### src/rtl/pixel_cfg_clk_ctrl.sv
// Pixel-config shift clock sequencer: programmable divider that emits bursts of N-cycle
// periods (or free-runs) with registered clkout plus rise/fall strobes in the clkin domain.
module pixel_cfg_clk_ctrl #(
    parameter int unsigned DIV_W       = 8,
    parameter int unsigned CNT_W       = 16,
    parameter int unsigned DEFAULT_DIV = 5
) (
    input  logic             clkin,
    input  logic             rst,
    input  logic [DIV_W-1:0] cfg_div,
    input  logic             cfg_load,
    output logic             cfg_err,
    output logic [DIV_W-1:0] div_active,
    input  logic             start,
    input  logic [CNT_W-1:0] n_cycles,
    input  logic             stop,
    output logic             busy,
    output logic             done,
    output logic             clkout,
    output logic             rise_stb,
    output logic             fall_stb
);

    localparam logic [1:0] IDLE = 2'd0;
    localparam logic [1:0] HIGH = 2'd1;
    localparam logic [1:0] LOW  = 2'd2;

    logic [1:0]       state_q, state_d;
    logic [DIV_W-1:0] ph_cnt_q, ph_cnt_d;
    logic [CNT_W-1:0] per_cnt_q, per_cnt_d;
    logic [DIV_W-1:0] div_lat_q, div_lat_d;
    logic [CNT_W-1:0] ncyc_q, ncyc_d;
    logic             stop_pend_q, stop_pend_d;
    logic [DIV_W-1:0] div_active_q, div_active_d;
    logic             clkout_q, clkout_d;
    logic             busy_q, busy_d;
    logic             done_q, done_d;
    logic             rise_q, rise_d;
    logic             fall_q, fall_d;
    logic             cfg_err_q, cfg_err_d;

    logic             idle;
    logic             load_ok;
    logic [DIV_W-1:0] h_len;
    logic [DIV_W-1:0] l_len;
    logic [CNT_W-1:0] per_inc;
    logic [CNT_W-1:0] per_sat;
    logic             last_per;

    always_comb begin
        idle     = (state_q == IDLE);
        load_ok  = cfg_load && idle && (cfg_div >= DIV_W'(2));
        // High phase gets the extra cycle for odd ratios.
        h_len    = (div_lat_q >> 1) + {{(DIV_W-1){1'b0}}, div_lat_q[0]};
        l_len    = div_lat_q >> 1;
        per_inc  = per_cnt_q + CNT_W'(1);
        per_sat  = (&per_cnt_q) ? per_cnt_q : per_inc;
        last_per = (ncyc_q != '0) && (per_inc == ncyc_q);
    end

    always_comb begin
        state_d      = state_q;
        ph_cnt_d     = ph_cnt_q;
        per_cnt_d    = per_cnt_q;
        div_lat_d    = div_lat_q;
        ncyc_d       = ncyc_q;
        stop_pend_d  = stop_pend_q;
        clkout_d     = clkout_q;
        busy_d       = busy_q;
        done_d       = 1'b0;
        rise_d       = 1'b0;
        fall_d       = 1'b0;
        cfg_err_d    = cfg_load && !load_ok;
        div_active_d = load_ok ? cfg_div : div_active_q;

        case (state_q)
            IDLE: begin
                if (start) begin
                    state_d     = HIGH;
                    ph_cnt_d    = '0;
                    per_cnt_d   = '0;
                    // A same-cycle accepted load takes effect for this burst.
                    div_lat_d   = load_ok ? cfg_div : div_active_q;
                    ncyc_d      = n_cycles;
                    stop_pend_d = 1'b0;
                    clkout_d    = 1'b1;
                    rise_d      = 1'b1;
                    busy_d      = 1'b1;
                end
            end
            HIGH: begin
                stop_pend_d = stop_pend_q | stop;
                if (ph_cnt_q == h_len - DIV_W'(1)) begin
                    state_d  = LOW;
                    ph_cnt_d = '0;
                    clkout_d = 1'b0;
                    fall_d   = 1'b1;
                end else begin
                    ph_cnt_d = ph_cnt_q + DIV_W'(1);
                end
            end
            LOW: begin
                stop_pend_d = stop_pend_q | stop;
                if (ph_cnt_q == l_len - DIV_W'(1)) begin
                    per_cnt_d = per_sat;
                    ph_cnt_d  = '0;
                    if (last_per || stop_pend_q || stop) begin
                        state_d     = IDLE;
                        stop_pend_d = 1'b0;
                        busy_d      = 1'b0;
                        done_d      = 1'b1;
                        clkout_d    = 1'b0;
                    end else begin
                        state_d  = HIGH;
                        clkout_d = 1'b1;
                        rise_d   = 1'b1;
                    end
                end else begin
                    ph_cnt_d = ph_cnt_q + DIV_W'(1);
                end
            end
            default: begin
                state_d  = IDLE;
                busy_d   = 1'b0;
                clkout_d = 1'b0;
            end
        endcase
    end

    always_ff @(posedge clkin) begin
        if (rst) begin
            state_q      <= IDLE;
            ph_cnt_q     <= '0;
            per_cnt_q    <= '0;
            div_lat_q    <= DIV_W'(DEFAULT_DIV);
            ncyc_q       <= '0;
            stop_pend_q  <= 1'b0;
            div_active_q <= DIV_W'(DEFAULT_DIV);
            clkout_q     <= 1'b0;
            busy_q       <= 1'b0;
            done_q       <= 1'b0;
            rise_q       <= 1'b0;
            fall_q       <= 1'b0;
            cfg_err_q    <= 1'b0;
        end else begin
            state_q      <= state_d;
            ph_cnt_q     <= ph_cnt_d;
            per_cnt_q    <= per_cnt_d;
            div_lat_q    <= div_lat_d;
            ncyc_q       <= ncyc_d;
            stop_pend_q  <= stop_pend_d;
            div_active_q <= div_active_d;
            clkout_q     <= clkout_d;
            busy_q       <= busy_d;
            done_q       <= done_d;
            rise_q       <= rise_d;
            fall_q       <= fall_d;
            cfg_err_q    <= cfg_err_d;
        end
    end

    assign cfg_err    = cfg_err_q;
    assign div_active = div_active_q;
    assign busy       = busy_q;
    assign done       = done_q;
    assign clkout     = clkout_q;
    assign rise_stb   = rise_q;
    assign fall_stb   = fall_q;

endmodule

### config.mk
export PLATFORM = sky130hd
export DESIGN_NAME = pixel_cfg_clk_ctrl
export DESIGN_NICKNAME = d
export VERILOG_FILES = /design/src/rtl/pixel_cfg_clk_ctrl.sv
export SDC_FILE = /design/constraint.sdc
export NUM_CORES = 1
export LEC_CHECK = 0
export CAP_MARGIN = 0
export CORE_MARGIN = 2
export CORE_UTILIZATION = 35
export DETAILED_ROUTE_END_ITERATION = 8
export PLACE_DENSITY = 0.59
export SETUP_SLACK_MARGIN = 0.4
export SLEW_MARGIN = 20
export SYNTH_ARGS = -nofsm -noshare
export SYNTH_HDL_FRONTEND = slang
export SYNTH_SLANG_ARGS = --single-unit
### constraint.sdc
create_clock -name clkin -period 5.74 [get_ports clkin]
set_input_delay 1.148 -clock clkin [delete_from_list [all_inputs] [get_ports clkin]]
set_output_delay 1.148 -clock clkin [all_outputs]
set_load 0.03 [all_outputs]
-- After elaboration in Yosys (flattened, before gate mapping)
Cells that the tools add are included.
- register bits after elaboration: 65
- bits of input ports: 29
- output and inout bits: 14
- word-level logic and storage cells: 83
- add/sub/neg operators: 5
- $lt $le $gt $ge: 1
- eq/ne operators: 10
- mux-type cells: 31
- bitwise operators: 4
- reductions and logical operators: 19
- operators by type and width (cell ; number):
    $mux W16 ; 3
    $mux W8 ; 4
    $pmux W16 S2 ; 1
    $pmux W8 S3 ; 1
    $add A16 B1 Y16 const B ; 1
    $eq A16 B16 Y1 ; 1
    $eq A8 B8 Y1 ; 2
    $reduce_and A16 Y1 ; 1
    $reduce_bool A16 Y1 ; 1
    $mux W1 ; 14
    $ne A2 B2 Y1 const B ; 5
    $pmux W1 S3 ; 3
    $add A7 B1 Y8 ; 1
    $add A8 B1 Y8 const B ; 1
    $ge A8 B2 Y1 const B ; 1
    $reduce_and A4 Y1 ; 2
    $sub A7 B1 Y8 const B ; 1
    $sub A8 B1 Y8 const B ; 1
    $mux W2 ; 3
    $pmux W2 S3 ; 1
    $logic_and A1 B1 Y1 ; 4
    $reduce_and A2 Y1 ; 2
    $not A1 Y1 ; 3
    $reduce_and A3 Y1 ; 1
    other kinds (11) ; 12

-- Logic depth before layout (Yosys ltp)
Gate-level depths: netlist of run 1.
- word-level depth: 8
- mapped depth: 12
- gate-level depth less buffers: 10

-- Least setup slack after synthesis of run 1
No wires, ideal clock.
- path kind: register -> register
- start: register div_lat_q[1]
- end: register per_cnt_q[14]
- setup time: 0.070 ns
- data arrival time: 2.569 ns
- required time: 5.670 ns
- setup slack: 3.100 ns
- cell stages (with the launch flop): 12
- buffers on the path: 1
- period minus slack after synthesis: 2.640 ns
- cell sequence: dfxtp_1 > clkbuf_1 > inv_1 > ha_1 > and2_1 > o21ai_0 > a31oi_1 > nor3_2 > a21oi_2 > or3_4 > or4_1 > a21oi_1
- word-level cells in the longest chain between the ends: 4
- RTL lines (what ; RTL line ; text):
    start, declared ; 31 ; logic [DIV_W-1:0] div_lat_q, div_lat_d;
    start signal, assigned ; 135 ; div_lat_q <= DIV_W'(DEFAULT_DIV);
    start signal, assigned ; 149 ; div_lat_q <= div_lat_d;
    $sub A7 B1 Y8 ; 104 ; if (ph_cnt_q == l_len - DIV_W'(1)) begin
    $eq A8 B8 Y1 ; 104 ;
    $ne A2 B2 Y1 (no source line) ; -- ;
    $reduce_and A4 Y1 (no source line) ; -- ;
    end signal, assigned ; 148 ; per_cnt_q <= per_cnt_d;
    end, declared ; 30 ; logic [CNT_W-1:0] per_cnt_q, per_cnt_d;
No other way between the ends.
A chain may end at the register's enable or synchronous reset.

==> out/metrics.yaml, run 1 <==
power_and_ir_drop:
  pwr-share-seq_pct: 38.9
  power.internal_mw: 0.9539
  peakVddDrop_uv: 185.5
  swShare_pct: 34.68
  clkPwrFrac_pct: 29.2
  switchingPower_mw: 0.5065
  p_leak_nw: 1.620
  powerDensity_nw_per_um2: 332.4
  comb_power_share_pct: 31.9
  finalPower_mw: 1.460
drt:
  via_count: 3463
  drt_pre_antenna_iters: 5
  wl_per_cell_um: 14.48
  postRouteAntennaNets: 0
  drc_errors: 0
  via_per_inst: 5.411
  dr.first_iter.drc_count: 304
  wl_mm: 9.267
finish:
  register_area_sq_um: 1301
  multi_input_area_sq_um: 2228
  nets: 538
  layout_commonest_cell: "dfxtp_1"
  area_growth_pct: 18.77
  fin_util_pct: 42.76
  fillCellCount: 1052
  final_cell_mix: "65 x dfxtp_1, 61 x nand2_1, 50 x nor2_1, 42 x clkdlybuf4s50_1, 35 x o21ai_0"
  final_cells: 640
  drive_gt1_share_pct: 4.563
  antenna-diode-count: 0
placement:
  dp_cells: 625
  port_buffers: 42
  dp_hpwl_mm: 6.796
  routabilityCongestion: 0.8686
  dp_slack_ns: 1.919
die:
  die_area_sq_um: 11410
  ios: 43
  floorplan.initialDensity_pct: 36.00
  die_h_um: 106.8
  row_count: 37
  die_w_um: 106.8
  core_sq_um: 10280
timing:
  finalHoldViolations: 0
  min_period_over_period_pct: 61.52
  setup_viol: 0
  period_needed_ns: 3.531
  maxSlewViolCount: 0
  timing.fmax_mhz: 283.2
  tightest_slew_ns: 0.9540
  setup_tns_ns: 0
  rsz0062_at_grt: "false"
  relSlewSlack_pct: 36.40
  skew_ns: 0.01132
  finalWorstSetupSlack_ns: 2.209
yosys:
  ys.flop_type: "dfxtp_1"
  async_flop_share_pct: 0
  yosysTopAreaCell: "dfxtp_1"
  synth_seq_cells: 65
  synth-edff-count: 0
  yosysWarningCount: 0
  synth.area.top_cells: "dfxtp_1 35%, nand2_1 6.2%, nor2_1 5.1%, o21ai_0 4.7%, a21oi_1 4.3%"
  ys_types: 58
  synth_area_sq_um: 3700
  postSynthCellCount: 474
  synth.top_cell.area_share_pct: 35.17
  synth_seq_area_share_pct: 35.17
  syn_area_per_cell_sq_um: 7.805
  synth_fp_nets: 512
setup_path:
  endpoint_kind: "register"
  rr_worst_depth: 9
  worstSetupPathType: "input pin to register"
  r2r_start: "per_cnt_q[0]"
  r2r_end: "busy"
  crit_required_ns: 5.97
  cp-start-kind: "input pin"
  r2r_slack_ns: 2.50
  arrival_ns: 3.76
  cp_max_fo: 43
clock_network:
  cts_sinks: 65
  hold_buffers: 0
  cts_setup_buffers: 0
  clk_pin_slew_ns: 0.07
  clkLatencyLatePin_ns: 0.34
  ctsRootBufferMaster: "clkbuf_8"
  clockBufferDepth: 2
  cts-resized-gates: 0
  cts_tree: "yes"
  cts_buffers: 9
  cts_max_level: 3
grt:
  grt.overflow.total: 0
  grt_max_degree: 44
  grt_pass1_wl_mm: 15.47
  first_global_vias: 3080
  grt_util_all_layers_pct: 16.80
  antenna_found_initial: 0
worst_hold_path:
  hold_end: "div_lat_q[0]"
  hold_path_class: "register to register"
  holdCritStartpoint: "div_lat_q[0]"
  worstHoldPathCells: 2
status:
  run_status: "finished, final reports clean"
run:
  maxCapViolations: 0
critical path, stage by stage:
cell and delay, ns:
clkdlybuf4s50_1 0.45, buf_4 0.38, inv_1 0.32, nand2_1 0.47
nor2_1 0.08, a22oi_1 0.49, o22ai_1 0.19, a21o_1 0.21
cell usage after synthesis, drive strengths merged, types with 2 or more instances:
cell type  count
nand3         15
a22oi          2
nor2          50
mux2i          9
o41ai          5
xnor2         17
a21oi         33
nand4         10
o21ai         35
and2           3
nand2         61
ha             9
and3           8
nor3          11
inv           15
o22ai          2
o2111ai        2
nor4          14
nand2b         2
o31ai         10
nor3b          4
o211ai         2
a21o           3
buf            7
xor2          18
clkbuf        21
o311ai         2
o31a           2
a211oi        10
mux2           2
dfxtp         65
or3            3
nor2b          3
a31oi          3
flip-flops by register name, summed over array words and instances (netlist names):
name         flops
ncyc_q          16
per_cnt_q       16
div_active       8
div_lat_q        8
ph_cnt_q         8
state_q          2
busy             1
cfg_err          1
clkout           1
done             1
fall_stb         1
rise_stb         1
stop_pend_q      1
per-layer routing:
| layer | global-route usage [%] | share of wire, % | up-vias |
|---|---|---|---|
| met5 | 0 | 0 | - |
| met4 | 7.050 | 1.7 | 0 |
| met3 | 2.614 | 4.2 | 13 |
| met2 | 24.39 | 42 | 91 |
| met1 | 24.57 | 52 | 1607 |
| li1 | - | - | 1752 |
metrics by stage:
stage | hold slack [ns] | instance area [sq um]
final | 0.4849 | 4394
after floorplan | 0.4547 | 3700
after detailed placement | 0.4765 | 4184
after global placement | 0.4764 | 4184
after global routing | 0.5101 | 4394
after CTS | 0.4921 | 4394
power by group through the flow:
stage,combinational (mW),clock (mW),sequential [mW]
floorplan,0.322,0,0.589
finish,0.466,0.427,0.568
detailed placement,0.465,0,0.578
CTS,0.468,0.436,0.568
global placement,0.461,0,0.576
global route,0.517,0.456,0.577
cells by family (layout without fill, tap and decap cells):
kind of cell | Yosys count | after routing | share of synthesized area (%)
XOR/XNOR | 35 | 35 | 8.488
AND/OR/NAND/NOR | 190 | 190 | 24.89
flip-flops | 65 | 65 | 35.17
adder cells (fa/ha/maj) | 9 | 9 | 3.044
AO/OA/AOI/OAI | 121 | 121 | 20.76
multiplexers | 11 | 11 | 3.044
buffers and inverters | 43 | 73 | 4.599
cell type report:
type	count	share of cell area, %
timing repair buffer	43	9.738
sequential	65	29.61
inverter	15	1.281
tap	136	3.872
clock buffer	12	3.303
clock inverter	3	1.481
multi-input combinational	366	50.71
worst max-delay path by stage:
stage	to	start
detailed placement	ph_cnt_q[4]	rst
floorplan	per_cnt_q[14]	div_lat_q[1]
global route	ph_cnt_q[4]	rst
CTS	ph_cnt_q[4]	rst
finish	ph_cnt_q[4]	rst
global placement	ph_cnt_q[4]	rst
Power figures use the tool's default switching activity.
==> run 2: changes to the inputs <==
==> constraint.sdc (replaced) <==
create_clock -name clkin -period 3.5 [get_ports clkin]
set_input_delay 0.7 -clock clkin [delete_from_list [all_inputs] [get_ports clkin]]
set_output_delay 0.7 -clock clkin [all_outputs]
set_load 0.03 [all_outputs]
==> out/metrics.yaml, run 2 (synthesized netlist as in run 1, its figures left out) <==
timing:
  rsz0062_at_grt: "false"
  skew_ns: 0.01235  # +0.001027 ns
  maxSlewViolCount: 0  # unchanged
  hold_ws_ns: 0.4841  # -0.0007650 ns
  relSlewSlack_pct: 55.30  # +19 points
  finalHoldViolations: 0  # unchanged
  timing.fmax_mhz: 350.3
  setup_viol: 0  # unchanged
  period_needed_ns: 2.855
  min_period_over_period_pct: 81.56
  setup_tns_ns: 0  # unchanged
  tightest_slew_ns: 0.6688  # -0.2852 ns
clock_network:
  cts_sinks: 65  # unchanged
  cts_tree: "yes"
  cts_max_level: 3  # unchanged
  clk_pin_slew_ns: 0.08  # about the same
  cts-resized-gates: 0  # unchanged
  clockBufferDepth: 2  # unchanged
  cts_setup_buffers: 0  # unchanged
  hold_buffers: 0  # unchanged
  cts_buffers: 9  # unchanged
  ctsRootBufferMaster: "clkbuf_8"
  clkLatencyLatePin_ns: 0.36  # +0.02 ns
power_and_ir_drop:
  peakVddDrop_uv: 337.4  # +82%
  powerDensity_nw_per_um2: 532.0  # +60%
  p_leak_nw: 1.628  # +0.46%
  pwr-share-seq_pct: 39.5  # +0.6 points
  comb_power_share_pct: 33.2  # +1.3 points
  swShare_pct: 36.37  # +1.7 points
  clkPwrFrac_pct: 27.4  # -1.8 points
  power.internal_mw: 1.503  # +58%
  switchingPower_mw: 0.8590  # +70%
  finalPower_mw: 2.362  # +62%
setup_path:
  crit_required_ns: 3.74  # -2.23 ns
  r2r_end: "busy"
  arrival_ns: 3.09  # -0.67 ns
  r2r_start: "per_cnt_q[1]"
  endpoint_kind: "register"
  worstSetupPathType: "register to register"
  cp_max_fo: 11  # -74%
  r2r_slack_ns: 0.65  # -1.85 ns
  rr_worst_depth: 9  # unchanged
  cp-start-kind: "register"
worst_hold_path:
  holdCritStartpoint: "ncyc_q[1]"
  worstHoldPathCells: 2  # unchanged
  hold_end: "ncyc_q[1]"
  hold_path_class: "register to register"
drt:
  via_per_inst: 5.489  # +1.4%
  drc_errors: 0  # unchanged
  wl_mm: 9.638  # +4.0%
  dr.first_iter.drc_count: 216  # -29%
  postRouteAntennaNets: 0  # unchanged
  via_count: 3535  # +2.1%
  wl_per_cell_um: 14.97  # +3.4%
  drt_pre_antenna_iters: 5  # unchanged
status:
  run_status: "finished, final reports clean"
grt:
  grt_use_met3_pct: 4.681  # +2.1 points
  grt_max_degree: 43  # -2.3%
  grt_util_all_layers_pct: 17.84  # +1.0 points
  grt.overflow.total: 0  # unchanged
  met1_usage_pct: 23.86  # -0.71 points
  busiest_layer: "met2"
  grt_pass1_wl_mm: 16.01  # +3.5%
  met2_usage_pct: 27.57  # +3.2 points
  antenna_found_initial: 0  # unchanged
  first_global_vias: 3281  # +6.5%
finish:
  antenna-diode-count: 0  # unchanged
  fillCellCount: 1071  # +1.8%
  largestRegisters: "ncyc_q: 16 flops, per_cnt_q: 16 flops"
  drive_gt1_share_pct: 7.087  # +2.5 points
  final_cell_mix: "64 x dfxtp_1, 61 x nand2_1, 50 x nor2_1, 42 x clkdlybuf4s50_1, 35 x o21ai_0"
  multi_input_area_sq_um: 2263  # +1.6%
  final_cells: 644  # +0.63%
  register_area_sq_um: 1303  # about the same
  fin_util_pct: 43.19  # +0.44 points
  area_growth_pct: 19.99
  layout_commonest_cell: "dfxtp_1"
  nets: 541  # +0.56%
placement:
  routabilityCongestion: 0.8570  # -1.3%
  port_buffers: 42  # unchanged
  dp_cells: 628  # +0.48%
  dp_hpwl_mm: 6.986  # +2.8%
die:
  die_w_um: 106.8  # unchanged
  ios: 43  # unchanged
  die_h_um: 106.8  # unchanged
  core_sq_um: 10280  # unchanged
  die_area_sq_um: 11410  # unchanged
  floorplan.initialDensity_pct: 36.00  # unchanged
  row_count: 37  # unchanged
run:
  maxCapViolations: 0  # unchanged
-- run 2: cell count changes in the layout (fill, tap and decap cells not counted), moves of 2 or more --
cell / delta
buf_4: +3
clkinvlp_4: +2
nor4_1: -3
nor4_2: +3
-- run 2: power by group through the flow --
stage	combinational, mW	clock (mW)	sequential, mW
after global routing	0.878	0.698	0.948
after floorplan	0.528	0	0.966
final	0.783	0.646	0.932
after CTS	0.784	0.662	0.932
after detailed placement	0.779	0	0.949
after global placement	0.763	0	0.947
-- run 2: how the worst max path moves through the flow --
stage                            start            end  slack, ns  cells past startpoint
final                     per_cnt_q[1]           busy       0.65                      9
after global placement    per_cnt_q[0]           busy       0.44                      9
after floorplan           div_lat_q[1]  per_cnt_q[14]       0.86                     11
after CTS                 per_cnt_q[0]           busy       0.45                      9
after global routing      per_cnt_q[1]           busy       0.44                      9
after detailed placement  per_cnt_q[0]           busy       0.46                      9
-- run 2: layout make-up --
| class | instances | share of cell area [%] |
|---|---|---|
| flip-flops and latches | 65 | 29.34 |
| multi-input cells | 366 | 50.99 |
| clock buffers | 11 | 3.185 |
| inverters | 15 | 1.268 |
| repair buffers | 46 | 10.15 |
| clock inverters | 5 | 1.240 |
| well taps | 136 | 3.833 |
-- run 2: layer usage --
metal  share of wire [%]  wire length, um
met5                   0                0
met3                 6.4              621
met4                 1.6              155
met1                  46             4478
met2                  45             4383
-- run 2: metrics by stage --
step | area, sq um | setup WS, ns
finish | 4439 | 0.6452
global route | 4439 | 0.4419
CTS | 4403 | 0.4503
detailed placement | 4207 | 0.4640
global placement | 4207 | 0.4409
floorplan | 3700 | 0.8604
-- run 2: worst max-delay path, cell delays in order (launching register included) --
cell and delay, ns:
dfxtp_1 0.43, ha_1 0.28, nand3_2 0.27, nor2_1 0.24, mux2_2 0.35, o22a_1 0.18, nor3b_1 0.34, a21oi_1 0.21
o311ai_0 0.31, o41ai_1 0.12
